`src/rtl/led_frame_sequencer_if.sv`:
```
// Handshake bundle between the frame sequencer, its pixel memory and the LED serializer.
// The master modport is the sequencer's view; slave is the environment's view.
interface led_frame_sequencer_if;
  logic        start;
  logic        rd_en;
  logic [8:0]  rd_addr;
  logic [23:0] rd_data;
  logic        pix_valid;
  logic [23:0] pix_data;
  logic        pix_ready;
  logic        ser_busy;
  logic        busy;
  logic        frame_done;

  modport master (
    input  start, rd_data, pix_ready, ser_busy,
    output rd_en, rd_addr, pix_valid, pix_data, busy, frame_done
  );

  modport slave (
    output start, rd_data, pix_ready, ser_busy,
    input  rd_en, rd_addr, pix_valid, pix_data, busy, frame_done
  );
endinterface

```
`src/rtl/led_frame_sequencer.sv`:
```
// Walks every pixel of every face, fetching each colour from memory and handing it to
// the serializer, then holds the line idle long enough for the LEDs to latch the frame.
module led_frame_sequencer #(
  parameter int NUM_FACES    = 6,
  parameter int PIX_PER_FACE = 64,
  parameter int LATCH_CYCLES = 2000
) (
  input logic            clk,
  input logic            rst,
  led_frame_sequencer_if.master bus
);

  typedef enum logic [2:0] {
    S_IDLE,
    S_FETCH,
    S_WAIT,
    S_PRESENT,
    S_LATCH,
    S_DONE
  } state_t;

  localparam logic [2:0]  LAST_FACE  = 3'(NUM_FACES - 1);
  localparam logic [5:0]  LAST_PIX   = 6'(PIX_PER_FACE - 1);
  localparam logic [11:0] LATCH_LAST = 12'(LATCH_CYCLES - 1);

  state_t      state_q;
  logic [2:0]  face_q;
  logic [5:0]  pixel_q;
  logic [11:0] latch_cnt_q;
  logic        pending_q;
  logic [23:0] pix_data_q;
  logic        pix_valid_q;
  logic        rd_en_q;
  logic [8:0]  rd_addr_q;
  logic        busy_q;
  logic        frame_done_q;

  logic [2:0]  face_d;
  logic [5:0]  pixel_d;
  logic        last_pix;

  always_comb begin
    face_d   = face_q;
    pixel_d  = pixel_q + 6'd1;
    last_pix = (face_q == LAST_FACE) && (pixel_q == LAST_PIX);
    if (pixel_q == LAST_PIX) begin
      pixel_d = 6'd0;
      face_d  = face_q + 3'd1;
    end
  end

  // Outputs are registered, so each one is set on the transition into the state that owns it.
  always_ff @(posedge clk or posedge rst) begin
    if (rst) begin
      state_q      <= S_IDLE;
      face_q       <= 3'd0;
      pixel_q      <= 6'd0;
      latch_cnt_q  <= 12'd0;
      pending_q    <= 1'b0;
      pix_data_q   <= 24'd0;
      pix_valid_q  <= 1'b0;
      rd_en_q      <= 1'b0;
      rd_addr_q    <= 9'd0;
      busy_q       <= 1'b0;
      frame_done_q <= 1'b0;
    end else begin
      rd_en_q      <= 1'b0;
      frame_done_q <= 1'b0;
      if (bus.start && busy_q) begin
        pending_q <= 1'b1;
      end
      case (state_q)
        S_IDLE: begin
          if (bus.start || pending_q) begin
            face_q    <= 3'd0;
            pixel_q   <= 6'd0;
            pending_q <= 1'b0;
            rd_addr_q <= 9'd0;
            rd_en_q   <= 1'b1;
            busy_q    <= 1'b1;
            state_q   <= S_FETCH;
          end
        end
        S_FETCH: begin
          state_q <= S_WAIT;
        end
        S_WAIT: begin
          pix_data_q  <= bus.rd_data;
          pix_valid_q <= 1'b1;
          state_q     <= S_PRESENT;
        end
        S_PRESENT: begin
          if (bus.pix_ready) begin
            pix_valid_q <= 1'b0;
            if (last_pix) begin
              latch_cnt_q <= 12'd0;
              state_q     <= S_LATCH;
            end else begin
              face_q    <= face_d;
              pixel_q   <= pixel_d;
              rd_addr_q <= {face_d, pixel_d};
              rd_en_q   <= 1'b1;
              state_q   <= S_FETCH;
            end
          end
        end
        S_LATCH: begin
          // Any serializer activity restarts the idle-line measurement.
          if (bus.ser_busy) begin
            latch_cnt_q <= 12'd0;
          end else if (latch_cnt_q == LATCH_LAST) begin
            frame_done_q <= 1'b1;
            state_q      <= S_DONE;
          end else begin
            latch_cnt_q <= latch_cnt_q + 12'd1;
          end
        end
        S_DONE: begin
          busy_q  <= 1'b0;
          state_q <= S_IDLE;
        end
        default: begin
          state_q <= S_IDLE;
        end
      endcase
    end
  end

  assign bus.rd_en      = rd_en_q;
  assign bus.rd_addr    = rd_addr_q;
  assign bus.pix_valid  = pix_valid_q;
  assign bus.pix_data   = pix_data_q;
  assign bus.busy       = busy_q;
  assign bus.frame_done = frame_done_q;

endmodule

```
`src/flat_wrapper.sv`:
```
// flat-port wrapper written by rule: the top's interface ports become plain ports
module led_frame_sequencer_flat 
#(
  parameter int NUM_FACES    = 6,
  parameter int PIX_PER_FACE = 64,
  parameter int LATCH_CYCLES = 2000
)
  (clk, rst, bus_start, bus_rd_data, bus_pix_ready, bus_ser_busy, bus_rd_en, bus_rd_addr, bus_pix_valid, bus_pix_data, bus_busy, bus_frame_done);
  led_frame_sequencer_if bus_i ();
  input logic clk;
  input logic rst;
  input wire logic [$bits(bus_i.start)-1:0] bus_start;
  input wire logic [$bits(bus_i.rd_data)-1:0] bus_rd_data;
  input wire logic [$bits(bus_i.pix_ready)-1:0] bus_pix_ready;
  input wire logic [$bits(bus_i.ser_busy)-1:0] bus_ser_busy;
  output wire logic [$bits(bus_i.rd_en)-1:0] bus_rd_en;
  output wire logic [$bits(bus_i.rd_addr)-1:0] bus_rd_addr;
  output wire logic [$bits(bus_i.pix_valid)-1:0] bus_pix_valid;
  output wire logic [$bits(bus_i.pix_data)-1:0] bus_pix_data;
  output wire logic [$bits(bus_i.busy)-1:0] bus_busy;
  output wire logic [$bits(bus_i.frame_done)-1:0] bus_frame_done;
  assign bus_i.start = bus_start;
  assign bus_i.rd_data = bus_rd_data;
  assign bus_i.pix_ready = bus_pix_ready;
  assign bus_i.ser_busy = bus_ser_busy;
  assign bus_rd_en = bus_i.rd_en;
  assign bus_rd_addr = bus_i.rd_addr;
  assign bus_pix_valid = bus_i.pix_valid;
  assign bus_pix_data = bus_i.pix_data;
  assign bus_busy = bus_i.busy;
  assign bus_frame_done = bus_i.frame_done;
  led_frame_sequencer #(.NUM_FACES(NUM_FACES), .PIX_PER_FACE(PIX_PER_FACE), .LATCH_CYCLES(LATCH_CYCLES)) u_core (.clk(clk), .rst(rst), .bus(bus_i));
endmodule
```
`config.mk`:
```
export PLATFORM = sky130hd
export DESIGN_NAME = led_frame_sequencer_flat
export DESIGN_NICKNAME = d
export VERILOG_FILES = /design/src/rtl/led_frame_sequencer_if.sv /design/src/rtl/led_frame_sequencer.sv /design/src/flat_wrapper.sv
export SDC_FILE = /design/constraint.sdc
export NUM_CORES = 1
export LEC_CHECK = 0
export CORE_MARGIN = 2
export CORE_UTILIZATION = 50
export CTS_CLUSTER_DIAMETER = 100
export DETAILED_ROUTE_END_ITERATION = 10
export GPL_TIMING_DRIVEN = 0
export MAX_ROUTING_LAYER = met4
export PLACE_DENSITY = 0.87
export SLEW_MARGIN = 5
export SYNTH_ARGS = -nofsm -noshare
export SYNTH_HDL_FRONTEND = slang
export SYNTH_SLANG_ARGS = --single-unit
```
`constraint.sdc`:
```
create_clock -name clk -period 3.9 [get_ports clk]
set_clock_uncertainty 0.15 [all_clocks]
set_input_delay 0.78 -clock clk [delete_from_list [all_inputs] [get_ports clk]]
set_output_delay 0.78 -clock clk [all_outputs]
set_load 0.005 [all_outputs]
```
# Word-level counts from Yosys, hierarchy flattened
# Cells that the tools add are included.
[totals] regBits=62 inputBits=29 output_inout_bits=37 word_cells=81
[classes] n_addsub=3 eq_ne=15 n_mux=39 n_reduce_logical=13
[op_table] operator="$mux W12" count=4
[op_table] operator="$mux W3" count=9
[op_table] operator="$mux W9" count=3
[op_table] operator="$mux W6" count=4
[op_table] operator="$pmux W12 S2" count=1
[op_table] operator="$pmux W9 S2" count=1
[op_table] operator="$pmux W3 S5" count=1
[op_table] operator="$add A12 B1 Y12 const B" count=1
[op_table] operator="$eq A12 B11 Y1 const B" count=1
[op_table] operator="$pmux W6 S2" count=1
[op_table] operator="$reduce_and A4 Y1" count=3
[op_table] operator="$mux W1" count=11
[op_table] operator="$eq A3 B3 Y1 const B" count=3
[op_table] operator="$reduce_bool A2 Y1" count=4
[op_table] operator="$add A6 B1 Y6 const B" count=1
[op_table] operator="$eq A3 B2 Y1 const B" count=2
[op_table] operator="$eq A6 B6 Y1 const B" count=1
[op_table] operator="$ne A2 B1 Y1 const B" count=3
[op_table] operator="$ne A2 B2 Y1 const B" count=3
[op_table] operator="$pmux W1 S2" count=3
[op_table] operator="$pmux W3 S2" count=1
[op_table] operator="$reduce_and A2 Y1" count=2
[op_table] operator="$add A3 B1 Y3 const B" count=1
[op_table] operator="$eq A3 B1 Y1 const B" count=1
[op_table] operator="4 further kinds" count=5

# Depth between registers and ports, before layout
[depth] ltp_word=5 depth_mapped=7

# Least setup slack after synthesis
# No wires, ideal clock.
[synth_path] kind="input port to flip-flop" from="input port bus_ser_busy" to="register u_core.latch_cnt_q[11]" setup_time_ns=0.066 arrival_time_ns=1.905 required_ns=3.684 path_slack_ns=1.779 path_stages=5 path_buffers=1 cell_sequence="or4_4 nor4_4 o21a_1 buf_6 a22o_1"
[synth_between] elab_chain_cells=2
[synth_lines] element="from (decl)" line="flat_wrapper.sv:15" rtl="input wire logic [$bits(bus_i.ser_busy)-1:0] bus_ser_busy;"
[synth_lines] element="$ne A3 B3 Y1 (no line) / $mux W12 (equally long branches)"
[synth_lines] element="$reduce_and A4 Y1 (no line) / $pmux W12 S2 (equally long branches)"
[synth_lines] element="to (signal assigned)" line="led_frame_sequencer.sv:115" rtl="latch_cnt_q <= latch_cnt_q + 12'd1;"
[synth_lines] element="to (decl)" line="led_frame_sequencer.sv:29" rtl="logic [11:0] latch_cnt_q;"
# Several ways; a longest one is shown, not always the timed one.
# A chain may end at the register's enable or synchronous reset.

# Final worst setup path
[layout_path] from="input port bus_pix_ready" to="register u_core.latch_cnt_q[3]"
[layout_between] elab_chain_cells=2
[layout_lines] element="from (decl)" line="flat_wrapper.sv:14" rtl="input wire logic [$bits(bus_i.pix_ready)-1:0] bus_pix_ready;"
[layout_lines] element="$ne A2 B2 Y1 (no line)"
[layout_lines] element="$reduce_and A4 Y1 (no line)"
# Every way passes these cells.

==> run_results.csv <==
group,metric,value,unit
timing,max_freq,405,MHz
setup_path,r2r_start,"u_core.pixel_q[0]$_DFFE_PP0P_",
clock_tree,post_cts.repair.setup_buffers,0,
timing,fin_crit_sh,63.3,%
setup_path,required,3950,ps
routing,wirelength,5310,um
timing,hold_violations,0,
clock_tree,cts_buffer_depth,2,
finish,syn_to_final_growth,33.8,%
placement,gp_congestion,0.826,
clock_tree,cts.clk_slew.worst_paths,100,ps
setup_path,path_cells,"clkdlybuf4s50_1 -> and4b_1 -> clkbuf_1 -> nand3_1 -> o21a_1 -> buf_6 -> a211o_1",
finish,nets,322,
routing,drc,0,
setup_path,r2r-end,"u_core.latch_cnt_q[3]$_DFFE_PP0P_",
global_routing,global_route.overflow_total,0,
placement,placed_cells,349,
setup_path,rrSetupSlack,1770,ps
logic_synthesis,synth_top_cells_by_area,"dfrtp_1, mux2_2, a211o_1",
routing,vias_per_cell,5.63,
clock_tree,ctsHoldBuffers,0,
setup_path,critical_path.max_stage_delay,560,ps
floorplan,fp-row-count,25,
placement,place_hpwl,3880,um
routing,vias,2010,
routing,first_iter_violations,98,
timing,worst_slack,1430,ps
logic_synthesis,synth_seq_cells,53,
power,vdd_drop_max,0.436,mV
logic_synthesis,synth_nets,249,
finish,instances_no_fill,357,
timing,rsz0062_at_grt,"false",
routing,wl_per_cell,14.9,um
min_path,hold_end,"u_core.bus.pix_valid$_DFFE_PP0P_",
timing,maxSlewHeadroom,58.0,%
logic_synthesis,synth.avg_cell_area,11.6,sq um
logic_synthesis,synth_top_cell_by_area,"dfrtp_1",
clock_tree,cts-resized-gates,0,
global_routing,antenna_found_initial,0,
timing,slew_violations,0,
logic_synthesis,ys_types,47,
finish,nFillCells,358,
floorplan,die_h,74.7,um
min_path,hold_path_depth,1,
setup_path,worst_setup_path_start_kind,"primary input",
setup_path,worstSetupPathType,"primary input to flop",
logic_synthesis,ys.flop_type,"dfrtp_1",
logic_synthesis,yosys.area.top_type_share,53.1,%
power,power.leakage,1.47,nW
logic_synthesis,seq_area_frac_synth,53.1,%
finish,diodes,0,
placement,pre_cts_slack,1120,ps
logic_synthesis,synth_edf_count,0,
timing,finalSetupViolations,0,
timing,hold_slack,335,ps
clock_tree,clock-sinks,53,
floorplan,die_w,74.7,um
outcome,status,"complete, no violations",
flow_run,cap_viol_max_count,0,
logic_synthesis,async_flop_share,100,%
global_routing,grt_pass1_wl,8490,um
clock_tree,cts_root_buf,"clkbuf_8",
clock_tree,htree_num_levels,2,
clock_tree,cts_inserted_buffers,5,
floorplan,start_util,52.2,%
floorplan,dieArea,5580,sq um
finish,drive_gt1_share,14.1,%
setup_path,cp.arrival,2520,ps
logic_synthesis,syn_inst,216,
floorplan,io_pins,66,
global_routing,grt_max_degree,42,
setup_path,crit_slowest_cell,"clkdlybuf4s50_1",
logic_synthesis,syn_area,2500,sq um
clock_tree,cts_tree,"yes",
min_path,hold_class,"flop to flop",
setup_path,cp-end-kind,"flop",
timing,tightest_slew,628,ps
clock_tree,clk_latency,320,ps
min_path,min-delay-start,"u_core.bus.pix_valid$_DFFE_PP0P_",
logic_synthesis,yosysWarningCount,0,
timing,fin_tns_setup,0,ps
routing,final_antenna_net_count,0,
placement,io_buffers,65,
routing,drt_first_pass_iters,4,
timing,finalCriticalPeriod,2470,ps
setup_path,critPathMaxFanout,10,
floorplan,core_area,4790,sq um
global_routing,grt_util_all_layers,20.7,%
global_routing,grt_pass1_vias,1934,
power,powerDensity,599,nW/um^2
setup_path,reg2reg_depth,7,
how the worst max path moves through the flow:
| stage | to | slack [ps] | from |
|---|---|---|---|
| 6_report | u_core.latch_cnt_q[3]$_DFFE_PP0P_ | 1430 | bus_pix_ready |
| 3_3_place_gp | u_core.bus.pix_data[15]$_DFFE_PP0P_ | 710 | rst |
| 4_1_cts | u_core.latch_cnt_q[10]$_DFFE_PP0P_ | 1450 | bus_pix_ready |
| 5_1_grt | u_core.latch_cnt_q[10]$_DFFE_PP0P_ | 1340 | bus_pix_ready |
| 3_5_place_dp | u_core.latch_cnt_q[10]$_DFFE_PP0P_ | 1120 | bus_pix_ready |
| 2_1_floorplan | u_core.bus.busy$_DFFE_PP0P_ | 1680 | rst |
kinds of logic (layout without fill, tap and decap cells):
family | count (synthesis) | in the layout | synth area share (%)
xor gates and xnor gates | 1 | 1 | 0.351
and+or+nand+nor | 76 | 76 | 17.9
buffers and inverters | 15 | 89 | 2.75
DFF | 53 | 53 | 53.1
muxes | 28 | 28 | 12.4
AOI/OAI and AO/OA | 39 | 39 | 11.5
adders and majority gates | 4 | 4 | 2.00
final cells by class:
class | instances | area (sq um) | area share (%)
multi-input combinational | 148 | 1100 | 33.0
tap | 67 | 83.8 | 2.51
clock buffer | 5 | 68.8 | 2.06
buffer | 9 | 46.3 | 1.38
inverter | 6 | 22.5 | 0.674
timing repair buffer | 66 | 671 | 20.1
sequential | 53 | 1330 | 39.7
clock inverter | 3 | 21.3 | 0.636
power breakdown:
group | internal [mW] | switching, mW | total [mW]
registers | 0.732 | 0.112 | 0.844
logic | 0.533 | 0.305 | 0.838
clock network | 0.128 | 0.191 | 0.319
sequential cells by signal, summed over array words and instances, names as in the netlist:
name,cells
u_core.bus.busy,1
u_core.bus.frame_done,1
u_core.bus.pix_data,24
u_core.bus.pix_valid,1
u_core.bus.rd_addr,2
u_core.bus.rd_en,1
u_core.face_q,2
u_core.latch_cnt_q,12
u_core.pending_q,1
u_core.pixel_q,5
u_core.state_q,3
synth_stat cells (all sizes together) (3+ instances only):
library cell / count
a211o: 7
ha: 4
a21oi: 5
mux2: 24
nor2: 8
nor4: 7
dfrtp: 53
clkbuf: 4
nand3b: 3
o211ai: 4
nand4: 7
a21o: 3
and3: 5
o21ai: 5
nor3: 7
o211a: 3
nand2: 15
mux2i: 4
nand3: 13
buf: 5
inv: 6
metrics by stage:
stage          power [mW]  util (%)  instance area, sq um
2_1_floorplan        1.25         -                  2500
3_3_place_gp         1.67      67.6                  3230
3_5_place_dp         1.70      68.0                  3250
4_1_cts              2.02      69.9                  3340
5_1_grt              2.13      69.9                  3340
6_report             2.00      69.9                  3340
cell usage in the layout (no fill, tap or decap), types with 5 or more instances in the layout:
cell type and count:
clkdlybuf4s50_1 65, dfrtp_1 53, mux2_2 21, nand2_1 15
nand3_1 12, nor2_1 8, nor3_1 7, nand4_1 7
a211o_1 7, nor4_1 6, and3_1 5, inv_1 5
a21oi_1 5, clkbuf_8 5
per-layer routing:
metal	global-route usage, %	routed length (um)	vias to the layer above
li1	-	-	959
met1	25.2	2240	982
met2	33.4	2730	62
met3	4.95	287	7
met4	7.74	57	0
met5	-	0	-
worst max-delay path: cells and delay by family:
family	cells	cell delay (ps)
buffers and inverters	3	920
AND/OR/NAND/NOR	2	390
AO/OA/AOI/OAI	2	440
(Power assumes the default switching activity.)
